===== config.mk =====
export PLATFORM = sky130hd
export DESIGN_NAME = csr_uart_tx_flat
export DESIGN_NICKNAME = d
export VERILOG_FILES = /design/src/rtl/csr_uart_tx_if.sv /design/src/rtl/csr_uart_tx.sv /design/src/flat_wrapper.sv
export SDC_FILE = /design/constraint.sdc
export NUM_CORES = 1
export LEC_CHECK = 0
export CORE_ASPECT_RATIO = 2
export CORE_MARGIN = 5
export CORE_UTILIZATION = 55
export CTS_CLUSTER_SIZE = 12
export DETAILED_ROUTE_END_ITERATION = 12
export PLACE_DENSITY = 0.77
export SETUP_SLACK_MARGIN = 0.2
export SKIP_CTS_REPAIR_TIMING = 1
export SYNTH_ARGS = -nofsm -noshare
export SYNTH_HDL_FRONTEND = slang
export SYNTH_SLANG_ARGS = --single-unit

===== constraint.sdc =====
create_clock -name clk -period 10.5 [get_ports clk]
set_clock_uncertainty 0.15 [all_clocks]
set_input_delay 2.625 -clock clk [delete_from_list [all_inputs] [get_ports clk]]
set_output_delay 2.625 -clock clk [all_outputs]
set_load 0.01 [all_outputs]

===== src/rtl/csr_uart_tx_if.sv =====
// CSR bus bundle for pipeline CSR peripherals.
// The request arrives in cycle N; the write operand and the read response follow in cycle N+1.
interface csr_uart_tx_if;
  logic        read;
  logic [11:0] addr;
  logic [2:0]  modify;
  logic [31:0] wdata;
  logic [31:0] rdata;
  logic        valid;

  modport master (output read, output addr, output modify, output wdata,
                  input  rdata, input  valid);
  modport slave  (input  read, input  addr, input  modify, input  wdata,
                  output rdata, output valid);
endinterface


===== src/rtl/csr_uart_tx.sv =====
// FIFO-buffered 8N1 UART transmitter behind three CSRs (DATA, STATUS, CTRL).
// It has a runtime baud divisor, a sticky drop-on-full overflow flag and a TX-idle level interrupt.
module csr_uart_tx #(
  parameter logic [11:0] BASE_ADDR   = 12'hBC0,
  parameter int          DEPTH_LOG2  = 4,
  parameter logic [15:0] DEFAULT_DIV = 16'd868
) (
  input  logic         clk,
  input  logic         rst,
  csr_uart_tx_if.slave csr,
  output logic         tx,
  output logic         irq
);
  localparam int DEPTH = 2 ** DEPTH_LOG2;
  localparam logic [DEPTH_LOG2:0]   FULL_LEVEL  = (DEPTH_LOG2 + 1)'(DEPTH);
  localparam logic [DEPTH_LOG2:0]   LVL_ONE     = (DEPTH_LOG2 + 1)'(1);
  localparam logic [DEPTH_LOG2-1:0] PTR_ONE     = DEPTH_LOG2'(1);
  localparam logic [11:0]           STATUS_ADDR = BASE_ADDR + 12'd1;
  localparam logic [11:0]           CTRL_ADDR   = BASE_ADDR + 12'd2;

  typedef enum logic [1:0] {IDLE, START, DATA, STOP} state_e;

  logic                  hit_q;
  logic [11:0]           addr_q;
  logic [16:0]           ctrl_q, ctrl_d;
  logic                  ovf_q, ovf_d;
  logic [7:0]            mem_q [DEPTH];
  logic [DEPTH_LOG2-1:0] wrPtr_q, wrPtr_d, rdPtr_q, rdPtr_d;
  logic [DEPTH_LOG2:0]   level_q, level_d;
  state_e                state_q;
  logic [7:0]            shift_q;
  logic [15:0]           bitCnt_q;
  logic [2:0]            bitIdx_q;
  logic                  tx_q, irq_q;

  logic        selData, selStatus, selCtrl;
  logic        push, pushOk, pop, ovfClr, full, empty, bitEnd;
  logic [15:0] divEff;
  logic [7:0]  lvl8;
  logic [31:0] rdata;
  logic        unusedWdata;

  assign selData   = hit_q && (addr_q == BASE_ADDR);
  assign selStatus = hit_q && (addr_q == STATUS_ADDR);
  assign selCtrl   = hit_q && (addr_q == CTRL_ADDR);

  assign full   = (level_q == FULL_LEVEL);
  assign empty  = (level_q == '0);
  assign bitEnd = (bitCnt_q == 16'd1);
  assign divEff = (ctrl_q[15:0] == 16'd0) ? 16'd1 : ctrl_q[15:0];

  // The shifter drains a slot in the same cycle, so a push to a full FIFO still fits when a pop coincides.
  assign push   = selData && ((csr.modify == 3'd1) || (csr.modify == 3'd2));
  assign pop    = !empty && ((state_q == IDLE) || ((state_q == STOP) && bitEnd));
  assign pushOk = push && (!full || pop);
  assign ovfClr = selStatus && ((csr.modify == 3'd1) || (csr.modify == 3'd3)) && csr.wdata[3];

  assign unusedWdata = ^csr.wdata[31:17];

  always_comb begin
    ctrl_d = ctrl_q;
    if (selCtrl) begin
      case (csr.modify)
        3'd1:    ctrl_d = csr.wdata[16:0];
        3'd2:    ctrl_d = ctrl_q | csr.wdata[16:0];
        3'd3:    ctrl_d = ctrl_q & ~csr.wdata[16:0];
        default: ctrl_d = ctrl_q;
      endcase
    end

    ovf_d = ovf_q;
    if (ovfClr)
      ovf_d = 1'b0;
    if (push && !pushOk)
      ovf_d = 1'b1;

    wrPtr_d = pushOk ? wrPtr_q + PTR_ONE : wrPtr_q;
    rdPtr_d = pop ? rdPtr_q + PTR_ONE : rdPtr_q;
    level_d = level_q;
    if (pushOk && !pop)
      level_d = level_q + LVL_ONE;
    else if (!pushOk && pop)
      level_d = level_q - LVL_ONE;
  end

  always_ff @(posedge clk) begin
    if (rst) begin
      hit_q   <= 1'b0;
      addr_q  <= 12'd0;
      ctrl_q  <= {1'b0, DEFAULT_DIV};
      ovf_q   <= 1'b0;
      wrPtr_q <= '0;
      rdPtr_q <= '0;
      level_q <= '0;
    end else begin
      hit_q   <= csr.read;
      if (csr.read)
        addr_q <= csr.addr;
      ctrl_q  <= ctrl_d;
      ovf_q   <= ovf_d;
      wrPtr_q <= wrPtr_d;
      rdPtr_q <= rdPtr_d;
      level_q <= level_d;
    end
  end

  always_ff @(posedge clk) begin
    if (pushOk)
      mem_q[wrPtr_q] <= csr.wdata[7:0];
  end

  // The bit counter reloads from CTRL at every bit start, so a divisor change lands on the next bit.
  always_ff @(posedge clk) begin
    if (rst) begin
      state_q  <= IDLE;
      shift_q  <= 8'd0;
      bitCnt_q <= 16'd0;
      bitIdx_q <= 3'd0;
      tx_q     <= 1'b1;
      irq_q    <= 1'b0;
    end else begin
      irq_q <= ctrl_q[16] && empty && (state_q == IDLE);
      case (state_q)
        IDLE: begin
          tx_q <= 1'b1;
          if (pop) begin
            shift_q  <= mem_q[rdPtr_q];
            bitCnt_q <= divEff;
            tx_q     <= 1'b0;
            state_q  <= START;
          end
        end
        START: begin
          if (bitEnd) begin
            bitCnt_q <= divEff;
            bitIdx_q <= 3'd0;
            tx_q     <= shift_q[0];
            state_q  <= DATA;
          end else begin
            bitCnt_q <= bitCnt_q - 16'd1;
          end
        end
        DATA: begin
          if (bitEnd) begin
            bitCnt_q <= divEff;
            if (bitIdx_q == 3'd7) begin
              tx_q    <= 1'b1;
              state_q <= STOP;
            end else begin
              shift_q  <= shift_q >> 1;
              tx_q     <= shift_q[1];
              bitIdx_q <= bitIdx_q + 3'd1;
            end
          end else begin
            bitCnt_q <= bitCnt_q - 16'd1;
          end
        end
        STOP: begin
          if (bitEnd) begin
            if (pop) begin
              shift_q  <= mem_q[rdPtr_q];
              bitCnt_q <= divEff;
              tx_q     <= 1'b0;
              state_q  <= START;
            end else begin
              tx_q    <= 1'b1;
              state_q <= IDLE;
            end
          end else begin
            bitCnt_q <= bitCnt_q - 16'd1;
          end
        end
        default: begin
          tx_q    <= 1'b1;
          state_q <= IDLE;
        end
      endcase
    end
  end

  always_comb begin
    lvl8  = 8'(level_q);
    rdata = 32'd0;
    if (selStatus)
      rdata = {20'd0, lvl8, ovf_q, (state_q != IDLE), empty, full};
    else if (selCtrl)
      rdata = {15'd0, ctrl_q};
  end

  assign csr.rdata = rdata;
  assign csr.valid = selData || selStatus || selCtrl;
  assign tx        = tx_q;
  assign irq       = irq_q;
endmodule

===== src/flat_wrapper.sv =====
// flat-port wrapper written by rule: the top's interface ports become plain ports
module csr_uart_tx_flat 
#(
  parameter logic [11:0] BASE_ADDR   = 12'hBC0,
  parameter int          DEPTH_LOG2  = 4,
  parameter logic [15:0] DEFAULT_DIV = 16'd868
)
  (clk, rst, tx, irq, csr_read, csr_addr, csr_modify, csr_wdata, csr_rdata, csr_valid);
  csr_uart_tx_if csr_i ();
  input  logic clk;
  input  logic rst;
  output logic tx;
  output logic irq;
  input wire logic [$bits(csr_i.read)-1:0] csr_read;
  input wire logic [$bits(csr_i.addr)-1:0] csr_addr;
  input wire logic [$bits(csr_i.modify)-1:0] csr_modify;
  input wire logic [$bits(csr_i.wdata)-1:0] csr_wdata;
  output wire logic [$bits(csr_i.rdata)-1:0] csr_rdata;
  output wire logic [$bits(csr_i.valid)-1:0] csr_valid;
  assign csr_i.read = csr_read;
  assign csr_i.addr = csr_addr;
  assign csr_i.modify = csr_modify;
  assign csr_i.wdata = csr_wdata;
  assign csr_rdata = csr_i.rdata;
  assign csr_valid = csr_i.valid;
  csr_uart_tx #(.BASE_ADDR(BASE_ADDR), .DEPTH_LOG2(DEPTH_LOG2), .DEFAULT_DIV(DEFAULT_DIV)) u_core (.clk(clk), .rst(rst), .csr(csr_i), .tx(tx), .irq(irq));
endmodule

==> results of run 1 <==
-- layout by cell type, fill, tap and decap left out, drive strengths merged, types with 5 or more instances in the layout --
cell / netlist / layout
a211oi: 13 / 13
a21oi: 45 / 45
a221oi: 6 / 6
a22o: 15 / 15
and2: 17 / 17
and3: 13 / 13
buf: 31 / 6
clkbuf: 29 / 36
clkdlybuf4s50: 0 / 53
conb: 1 / 15
dfxtp: 79 / 79
edfxtp: 128 / 128
ha: 18 / 18
inv: 27 / 29
mux2: 29 / 29
mux2i: 33 / 33
mux4: 16 / 16
nand2: 39 / 39
nand2b: 5 / 5
nand3: 9 / 9
nand4: 7 / 7
nor2: 56 / 56
nor2b: 17 / 17
nor3: 17 / 17
nor3b: 5 / 5
nor4: 10 / 10
o2111ai: 5 / 5
o211ai: 8 / 8
o21ai: 36 / 36
o22ai: 18 / 18
o31ai: 9 / 9
xnor2: 14 / 14
-- synthesized netlist by cell type, drive strengths merged (17+ instances only) --
cell / instances
edfxtp: 128
dfxtp: 79
nor2: 56
a21oi: 45
nand2: 39
o21ai: 36
mux2i: 33
buf: 31
clkbuf: 29
mux2: 29
inv: 27
ha: 18
o22ai: 18
and2: 17
nor2b: 17
nor3: 17
-- kinds of logic after synthesis --
kind of cell | synth area share
xor gates and xnor gates | 0.0153
buffers and inverters | 0.0423
muxes | 0.105
other | 0.000385
and+or+nand+nor | 0.125
AOI/OAI and AO/OA | 0.130
adders and majority gates | 0.0252
DFF | 0.558
-- per-stage QoR --
stage	util	setup WS (ns)	total power [µW]	cells	hold WS, ns
detailed placement	0.594	4.26	1890	1030	0.322
CTS	0.629	4.61	2570	1068	0.331
global route	0.629	4.51	2690	1068	0.357
floorplan	-	5.19	1680	821	0.293
global placement	0.594	4.35	1840	1030	0.301
finish	0.629	4.59	2570	1068	0.331
-- cell type report --
type,count,area (µm²),share of cell area
Clock inverter,2,17.5,0.00160
Inverter,27,104,0.00951
Timing Repair Buffer,59,573,0.0525
Sequential cell,207,5430,0.497
Multi-Input combinational cell,527,3950,0.361
Clock buffer,36,592,0.0542
Tap cell,210,263,0.0241
-- worst max-delay path: cells and delay by family, from the launching register on --
kind	cells	cell delay, ns
flip-flops	1	0.32
AND/OR/NAND/NOR	3	1.51
buffers and inverters	1	0.58
AO/OA/AOI/OAI	1	0.23
-- flip-flops by register name, indices dropped and copies added, names as in the netlist, named ones only --
name	cells
u_core.wrPtr_q	4
u_core.ctrl_q	17
u_core.shift_q	8
u_core.level_q	5
u_core.mem_q	128
u_core.addr_q	12
u_core.tx	1
u_core.state_q	2
u_core.bitCnt_q	16
u_core.rdPtr_q	4
u_core.irq	1
u_core.ovf_q	1
u_core.hit_q	1
u_core.bitIdx_q	3
-- per-layer routing --
metal | vias to the layer above | routed length, µm
met2 | 306 | 13600
met1 | 3295 | 8340
met3 | 92 | 1140
li1 | 3091 | -
met5 | - | 0
met4 | 0 | 1630
-- where the power goes --
group          internal [µW]  switching (µW)
Combinational            373             543
Sequential               912            57.4
Clock                    384             303
-- path summary, 6_finish.rpt --
path | start | endpoint | slack [ns] | cells after the start
worst min register to register | u_core.shift_q[2] | u_core.shift_q[2] | 0.33 | 2
worst min-delay path | u_core.shift_q[2] | u_core.shift_q[2] | 0.33 | 2
worst max register to register | u_core.state_q[1] | u_core.level_q[4] | 6.48 | 13
worst max-delay path | u_core.addr_q[8] | csr_rdata[3] | 4.59 | 5
==> flow_metrics.env, run 1 <==
export IMPL_cp_arrival_ns=3.14
export IMPL_clk_pin_slew_ns=0.06
export IMPL_busiest_layer="met2"
export IMPL_grt_max_degree=62
export IMPL_drive_gt1_frac=0.118
export IMPL_grt_first_pass_wirelength_um=38500
export IMPL_critPathMaxFanout=11
export IMPL_crit_slowest_cell="clkdlybuf4s50_1"
export IMPL_slew_headroom=0.226
export IMPL_tns_ns=0
export IMPL_cts_made_buffers=21
export IMPL_final_nets=912
export IMPL_report_final_setup_viol=0
export IMPL_wirelength_um=24700
export IMPL_critPathCaptureType="output port"
export IMPL_antenna_found_initial=0
export IMPL_period_share=0.563
export IMPL_viasPerCell=6.35
export IMPL_grt_total_usage=0.238
export IMPL_die_area_um2=20600
export IMPL_drt_iter0_drc=436
export IMPL_power_density_nw_per_um2=235
export IMPL_cts_buffer_depth=3
export IMPL_status="completed"
export IMPL_worst_pin_slew_ns=1.15
export IMPL_hold_viol=0
export IMPL_num_vias=6784
export IMPL_synth_seq_cells=207
export IMPL_hpwl_um=17200
export IMPL_worstSetupStartpointType="flop"
export IMPL_gp_congestion=0.897
export IMPL_cp_cell_sequence="nor4bb_1, and4b_1, and2_1, a22o_1, clkdlybuf4s50_1"
export IMPL_synth_edf_count=128
export IMPL_synthCells=807
export IMPL_core_um2=17400
export IMPL_grt_overflow_total=0
export IMPL_grt_util_met3=0.0294
export IMPL_cts_root_buf="clkbuf_16"
export IMPL_worst_hold_path_type="reg -> reg"
export IMPL_synth_top_area_frac=0.395
export IMPL_maxCapViolations=0
export IMPL_drcViolationCount=0
export IMPL_dpl_cell_area_um2=10300
export IMPL_ir_drop_mv=0.171
export IMPL_synth_top_cell_by_area="edfxtp_1"
export IMPL_max_freq_mhz=169
export IMPL_start_util=0.561
export IMPL_syn_avg_cell_area_um2=12.1
export IMPL_h_tree_depth=1
export IMPL_diodes=0
export IMPL_grt_pass1_vias=7031
export IMPL_ys_warn_count=0
export IMPL_synthArstFlopShare=0
export IMPL_first_pass_iters=5
export IMPL_critPathRequiredTime_ns=7.73
export IMPL_final_area_um2=10900
export IMPL_numClockSinks=207
export IMPL_portBuffers=54
export IMPL_drv_slew=0
export IMPL_ys_flop_type="edfxtp_1"
export IMPL_p_leak_uw=0.00375
export IMPL_finalWorstPathRequiredPeriod_ns=5.91
export IMPL_criticalPathCategory="reg -> out"
export IMPL_met2_usage=0.456
export IMPL_ios=85
export IMPL_fill_cells=1375
export IMPL_syn2layout_area_growth_pct=12.2
export IMPL_rsz0062_at_grt="no"
export IMPL_use_met1=0.245
export IMPL_die_y_um=198
export IMPL_antenna_left=0
export IMPL_die_w_um=104
export IMPL_core_rowCount=68
export IMPL_clk_latency_ns=0.50
export IMPL_cts_tree="yes"
export IMPL_cp_slowest_stage_delay_ns=0.58
export IMPL_ys_seq_area_frac=0.558
export IMPL_syn_area_um2=9730
export IMPL_wl_per_cell_um=23.1
export IMPL_synth_distinct_cells=73
export IMPL_yosys_top_cells_area="edfxtp_1 40%, dfxtp_1 16%, mux4_2 3.7%, mux2i_1 3.4%, mux2_2 3.4%"
Note: power is estimated with default switching activity, not from simulation.
==> run 2: changes to the inputs <==
CORE_UTILIZATION = 52   (was 55)
PLACE_DENSITY = 0.76   (was 0.77)
clock period = 5.1 ns   (was 10.5 ns; I/O delays follow)
==> flow_metrics.env, run 2 (synthesis gave the netlist of run 1 again) <==
export IMPL_ios=85
export IMPL_portBuffers=54
export IMPL_slew_headroom=0.330
export IMPL_first_pass_iters=7
export IMPL_cts_tree="yes"
export IMPL_final_nets=914
export IMPL_critical_path_buf_inv_count=1
export IMPL_drive_gt1_frac=0.120
export IMPL_start_util=0.529
export IMPL_finalWorstPathRequiredPeriod_ns=4.51
export IMPL_crit_end="csr_rdata[0]"
export IMPL_p_leak_uw=0.00375
export IMPL_cp_arrival_ns=3.09
export IMPL_reg_top3="u_core.mem_q: 128 flops, u_core.ctrl_q: 17 flops, u_core.bitCnt_q: 16 flops"
export IMPL_cts_made_buffers=21
export IMPL_max_freq_mhz=222
export IMPL_cp_top_family="simple AND/OR/NAND/NOR gates"
export IMPL_core_um2=18400
export IMPL_syn2layout_area_growth_pct=12.4
export IMPL_critPathRequiredTime_ns=3.67
export IMPL_critPathCaptureType="output port"
export IMPL_wl_per_cell_um=22.0
export IMPL_grt_first_pass_wirelength_um=36400
export IMPL_cts_root_buf="clkbuf_16"
export IMPL_worst_pin_slew_ns=1.00
export IMPL_rr_startpoint="u_core.state_q[1]"
export IMPL_die_w_um=107
export IMPL_status="completed"
export IMPL_critical_path_cell_count=5
export IMPL_cp_slowest_stage_delay_ns=0.59
export IMPL_report_final_setup_viol=0
export IMPL_clk_pin_slew_ns=0.06
export IMPL_rsz0062_at_grt="no"
export IMPL_tns_ns=0
export IMPL_drv_slew=0
export IMPL_hold_viol=0
export IMPL_top_register="u_core.mem_q"
export IMPL_antenna_found_initial=0
export IMPL_power_density_nw_per_um2=479
export IMPL_grt_max_degree=61
export IMPL_die_area_um2=21700
export IMPL_worst_hold_path_type="reg -> reg"
export IMPL_h_tree_depth=1
export IMPL_reg2regPathDepth=13
export IMPL_dpl_cell_area_um2=10300
export IMPL_core_rowCount=70
export IMPL_final_common_cell="edfxtp_1"
export IMPL_worstSetupStartpointType="flop"
export IMPL_numClockSinks=207
export IMPL_num_vias=6584
export IMPL_largest_reg_flops=128
export IMPL_die_y_um=203
export IMPL_gp_congestion=0.866
export IMPL_grt_pass1_vias=6698
export IMPL_final_area_um2=10900
export IMPL_holdCritStartpoint="u_core.shift_q[3]"
export IMPL_r2r_end="u_core.level_q[4]"
export IMPL_drcViolationCount=0
export IMPL_diodes=0
export IMPL_maxCapViolations=0
export IMPL_grt_total_usage=0.220
export IMPL_clk_latency_ns=0.51
export IMPL_drt_iter0_drc=371
export IMPL_critical_path_startpoint="u_core.addr_q[3]"
export IMPL_viasPerCell=6.12
export IMPL_crit_slowest_cell="clkdlybuf4s50_1"
export IMPL_critPathMaxFanout=11
export IMPL_r2r_slack_ns=1.11
export IMPL_grt_overflow_total=0
export IMPL_cp_cell_sequence="nor4b_1, and4b_1, and2_1, a22o_1, clkdlybuf4s50_1"
export IMPL_antenna_left=0
export IMPL_period_share=0.885
export IMPL_mostFrequentLayoutCells="128 x edfxtp_1, 78 x dfxtp_1, 55 x nor2_1"
export IMPL_criticalPathCategory="reg -> out"
export IMPL_wirelength_um=23600
export IMPL_ir_drop_mv=0.291
export IMPL_hpwl_um=16700
export IMPL_cts_buffer_depth=3
[run 2: layout make-up]
class	instances	area [µm²]
Fill cell	1472	7460
Sequential cell	207	5430
Multi-Input combinational cell	527	3950
Timing Repair Buffer	61	588
Clock buffer	35	578
Tap cell	216	270
Inverter	27	104
Clock inverter	3	21.3
[run 2: routing by layer]
layer  wire length (µm)  GRT usage
met3                806     0.0200
met5                  0          0
met4               1720      0.158
met2              13000      0.417
met1               8070      0.218
[run 2: report_power, final]
part / internal [µW] / leakage, µW / switching, µW / total [µW]
logic: 766 / 0.00167 / 1040 / 1810
registers: 1880 / 0.00180 / 164 / 2040
clock network: 774 / 0.000284 / 608 / 1380
[run 2: worst min-delay path by stage]
stage	end	slack, ns	depth (start not counted)
2_1_floorplan	u_core.shift_q[2]	0.29	2
3_3_place_gp	u_core.shift_q[2]	0.30	2
3_5_place_dp	u_core.shift_q[3]	0.30	2
4_1_cts	u_core.shift_q[3]	0.31	2
5_1_grt	u_core.shift_q[3]	0.33	2
6_report	u_core.shift_q[3]	0.31	2
[run 2: worst register-to-register path, stage by stage, from the launching register on]
cell	delay (ns)
dfxtp_1	0.40
ha_1	0.44
nor4b_1	0.37
a41oi_2	0.44
nor2_4	0.33
inv_4	0.18
ha_1	0.28
inv_1	0.16
ha_1	0.29
a21o_1	0.17
a21oi_1	0.19
xnor2_1	0.09
or3_1	0.31
a21oi_1	0.14
[run 2: per-stage QoR]
stage                util  power (µW)  hold WS [ns]  setup slack (ns)  std cells
detailed placement  0.562        3880         0.304             0.434       1038
finish              0.594        5230         0.312             0.588       1076
global route        0.594        5510         0.327             0.432       1076
global placement    0.562        3850         0.300             0.536       1038
CTS                 0.594        5260         0.313             0.608       1076
floorplan               -        3450         0.293              1.14        821
==> run 3: changes to the inputs <==
CORE_ASPECT_RATIO = 0.9   (was 2)
CORE_MARGIN = default   (was 5)
==> flow_metrics.env, run 3 (synthesis gave the netlist of run 1 again) <==
export IMPL_status="completed"
export IMPL_grt_total_usage=0.224
export IMPL_max_freq_mhz=222
export IMPL_top_register="u_core.mem_q"
export IMPL_mostFrequentLayoutCells="128 x edfxtp_1, 78 x dfxtp_1, 55 x nor2_1"
export IMPL_fill_cells=1448
export IMPL_tns_ns=0
export IMPL_drt_iter0_drc=563
export IMPL_hpwl_um=14300
export IMPL_report_final_setup_viol=0
export IMPL_maxCapViolations=0
export IMPL_cts_tree="yes"
export IMPL_cts_made_buffers=23
export IMPL_grt_first_pass_wirelength_um=34200
export IMPL_seq_power_share=0.376
export IMPL_antenna_left=0
export IMPL_core_rowCount=47
export IMPL_wl_per_cell_um=19.6
export IMPL_cp_arrival_ns=3.08
export IMPL_drive_gt1_frac=0.126
export IMPL_p_leak_uw=0.00382
export IMPL_clk_pin_slew_ns=0.06
export IMPL_worst_pin_slew_ns=0.982
export IMPL_reg2regPathDepth=13
export IMPL_combPwrFrac=0.327
export IMPL_core_um2=18300
export IMPL_swShare=0.335
export IMPL_viasPerCell=6.03
export IMPL_ir_drop_mv=0.272
export IMPL_syn2layout_area_growth_pct=14.1
export IMPL_slew_headroom=0.344
export IMPL_ios=85
export IMPL_rr_startpoint="u_core.state_q[1]"
export IMPL_worstSetupStartpointType="flop"
export IMPL_diodes=0
export IMPL_cts_buffer_depth=3
export IMPL_finalWorstPathRequiredPeriod_ns=4.51
export IMPL_r2r_slack_ns=1.16
export IMPL_portBuffers=54
export IMPL_drv_slew=0
export IMPL_antenna_found_initial=0
export IMPL_critical_path_startpoint="u_core.addr_q[3]"
export IMPL_num_vias=6677
export IMPL_start_util=0.530
export IMPL_h_tree_depth=1
export IMPL_first_pass_iters=5
export IMPL_finalPower_uw=5400
export IMPL_reg_top3="u_core.mem_q: 128 flops, u_core.ctrl_q: 17 flops, u_core.bitCnt_q: 16 flops"
export IMPL_die_w_um=146
export IMPL_rsz0062_at_grt="no"
export IMPL_grt_pass1_vias=6277
export IMPL_clk_latency_ns=0.52
export IMPL_power_density_nw_per_um2=487
export IMPL_hold_path_depth=2
export IMPL_largest_reg_flops=128
export IMPL_wirelength_um=21700
export IMPL_final_nets=915
export IMPL_power_share_clock=0.297
export IMPL_numClockSinks=207
export IMPL_die_area_um2=19300
export IMPL_crit_end="csr_rdata[2]"
export IMPL_hold_viol=0
export IMPL_worst_hold_path_type="reg -> reg"
export IMPL_internal_power_uw=3590
export IMPL_drcViolationCount=0
export IMPL_p_sw_uw=1810
export IMPL_final_util=0.605
export IMPL_die_y_um=132
export IMPL_r2r_end="u_core.level_q[4]"
export IMPL_final_common_cell="edfxtp_1"
export IMPL_critPathMaxFanout=11
export IMPL_critPathRequiredTime_ns=3.67
export IMPL_grt_max_degree=61
export IMPL_grt_overflow_total=0
export IMPL_cts_root_buf="clkbuf_16"
export IMPL_period_share=0.884
export IMPL_critPathCaptureType="output port"
export IMPL_criticalPathCategory="reg -> out"
export IMPL_gp_congestion=0.841
-- run 3: final cells by class --
cell class / count / area, µm² / area share
sequential: 207 / 5430 / 0.489
multi-input combinational: 527 / 3950 / 0.356
clock buffer: 37 / 668 / 0.0602
timing repair buffer: 60 / 581 / 0.0523
tap: 245 / 307 / 0.0276
inverter: 27 / 104 / 0.00936
clock inverter: 5 / 66.3 / 0.00598
-- run 3: power by group through the flow --
| stage | clock network [µW] | logic, µW | registers, µW |
|---|---|---|---|
| CTS | 1630 | 1760 | 2030 |
| floorplan | 0 | 1460 | 1990 |
| global placement | 0 | 1720 | 2060 |
| finish | 1610 | 1760 | 2030 |
| global route | 1690 | 1920 | 2050 |
| detailed placement | 0 | 1750 | 2060 |
-- run 3: worst min-delay path by stage --
| stage | slack, ns | endpoint | start |
|---|---|---|---|
| 2_1_floorplan | 0.29 | u_core.shift_q[2] | u_core.shift_q[2] |
| 3_3_place_gp | 0.30 | u_core.shift_q[2] | u_core.shift_q[2] |
| 3_5_place_dp | 0.31 | u_core.shift_q[2] | u_core.shift_q[2] |
| 4_1_cts | 0.32 | u_core.shift_q[2] | u_core.shift_q[2] |
| 5_1_grt | 0.34 | u_core.shift_q[4] | u_core.shift_q[4] |
| 6_report | 0.32 | u_core.shift_q[2] | u_core.shift_q[2] |
-- run 3: layer usage --
metal  track usage  part of all wire
met5             0                 0
met1         0.328              0.44
met2         0.350              0.46
met3        0.0370             0.075
met4        0.0556             0.017
-- run 3: per-stage QoR --
step / instances / setup slack [ns] / instance area (µm²) / hold WS (ns)
detailed placement: 1066 / 0.441 / 10400 / 0.309
floorplan: 821 / 1.14 / 9780 / 0.293
global placement: 1066 / 0.481 / 10400 / 0.301
CTS: 1108 / 0.584 / 11100 / 0.319
finish: 1108 / 0.593 / 11100 / 0.321
global route: 1108 / 0.438 / 11100 / 0.335
-- run 3: critical path: stages (launching register included) --
cell and delay, ns:
dfxtp_1 0.32, nor4b_1 0.56, and4b_1 0.51, and2_1 0.40, a22o_1 0.21, clkdlybuf4s50_1 0.56
==> variant (settings of run 1) <==
`DEPTH_LOG2` is set to 4 in 2 places; all go to 3.
--- a/src/rtl/csr_uart_tx.sv
+++ b/src/rtl/csr_uart_tx.sv
@@ -2,7 +2,7 @@
 // It has a runtime baud divisor, a sticky drop-on-full overflow flag and a TX-idle level interrupt.
 module csr_uart_tx #(
   parameter logic [11:0] BASE_ADDR   = 12'hBC0,
-  parameter int          DEPTH_LOG2  = 4,
+  parameter int          DEPTH_LOG2  = 3,
   parameter logic [15:0] DEFAULT_DIV = 16'd868
 ) (
   input  logic         clk,
--- a/src/flat_wrapper.sv
+++ b/src/flat_wrapper.sv
@@ -2,7 +2,7 @@
 module csr_uart_tx_flat 
 #(
   parameter logic [11:0] BASE_ADDR   = 12'hBC0,
-  parameter int          DEPTH_LOG2  = 4,
+  parameter int          DEPTH_LOG2  = 3,
   parameter logic [15:0] DEFAULT_DIV = 16'd868
 )
   (clk, rst, tx, irq, csr_read, csr_addr, csr_modify, csr_wdata, csr_rdata, csr_valid);
Formal check against the unedited RTL: no difference found for any inputs over 4 cycles, from zero or initial values and one cycle with rst high; that may be too few to reach the edited logic, so the function may still have changed.
==> variant against run 1 <==
- sequential cell count down 68
- setup slack lost 51 ps
- synthesized area is 30% lower
- wire length decreased by 31%
- design area is 28% lower
- sequential share of layout area is 6.4 points lower
- count of clock-buffer cells in the layout shrank 19
- power fell by 22%
==> variant: results (changes against run 1) <==
Power
  – Leak pwr: 2.77 nW (was 3.75 nW)

CTS
  – Clock Path Buffers: 2 (was 3)
  – Worst-Skew Late Latency: 430 ps (was 500 ps)

Critical path
  – Worst Path Arrival: 3190 ps (was 3140 ps)

Drt
  – Routed WL: 17,100 um (was 24,700 um)
  – Routed met3 length: 850 um (was 1140 um)

Final layout
  – Seq cells: 139 (was 207)
  – Signal buf overhead: 7.15% (was 5.25%)
  – Nets: 729 (was 912)
  – Share of layout cells above drive strength 1: 9.75% (was 11.8%)
  – Final Cell Area: 7910 um2 (was 10,900 um2)
  – ClkCell Share: 7.54% (was 5.58%)
  – Fillers: 954 (was 1,375)
  – Non-clk invs: 12 (was 27)
  – Largest regs: u_core.mem_q: 64 flops, u_core.ctrl_q: 17 flops, u_core.bitCnt_q: 16 flops (was u_core.mem_q: 128 flops, u_core.ctrl_q: 17 flops, u_core.bitCnt_q: 16 flops)
  – Bufs w/o clock: 58 (was 59)

Global route
  – Global-route wire length before repair: 27,500 um (was 38,500 um)
  – GR Layer Usage met1: 26.9% (was 24.5%)

Placed design
  – DP Wirelength: 12,300 um (was 17,200 um)
  – Setup WS pre-CTS: 4720 ps (was 4260 ps)

Synthesis
  – Synth top area cells: edfxtp_1 (28%), dfxtp_1 (22%), mux2i_1 (6.2%) (was edfxtp_1 (40%), dfxtp_1 (16%), mux4_2 (3.7%))
  – Post-Synthesis Cells: 624 (was 807)
  – Post-synthesis xor/xnor area fraction: 2.71% (was 1.53%)

Status
  – Outcome: complete, no violations (unchanged)

Die
  – Core box area: 12,100 um2 (was 17,400 um2)

STA
  – Max_slew headroom: 28.0% (was 22.6%)
## variant: changes by cell type after synthesis, moves of 15 or more
cell,run 1,this run
edfxtp_1,128,64
mux2_2,29,3
a21oi_1,45,22
nor2_1,55,76
nor2b_1,17,2
o22ai_1,18,3
## variant: report_power, final
part           internal (mW)  switching, mW  total (mW)
sequential             0.620         0.0747       0.694
combinational          0.298          0.417       0.715
clock                  0.320          0.270       0.591
total                   1.24          0.762        2.00
## variant: final timing paths
path,startpoint,slack [ps],endpoint
worst max register to register,u_core.bitCnt_q[7],6300,u_core.level_q[3]
worst max-delay path,u_core.addr_q[2],4540,csr_rdata[3]
worst min register to register,u_core.tx,330,u_core.tx
worst min-delay path,u_core.tx,330,u_core.tx
## variant: tightest hold or removal path: stages (launching register included)
cell     delay [ps]
dfxtp_1         330
a21oi_1          50
o21ai_0          60
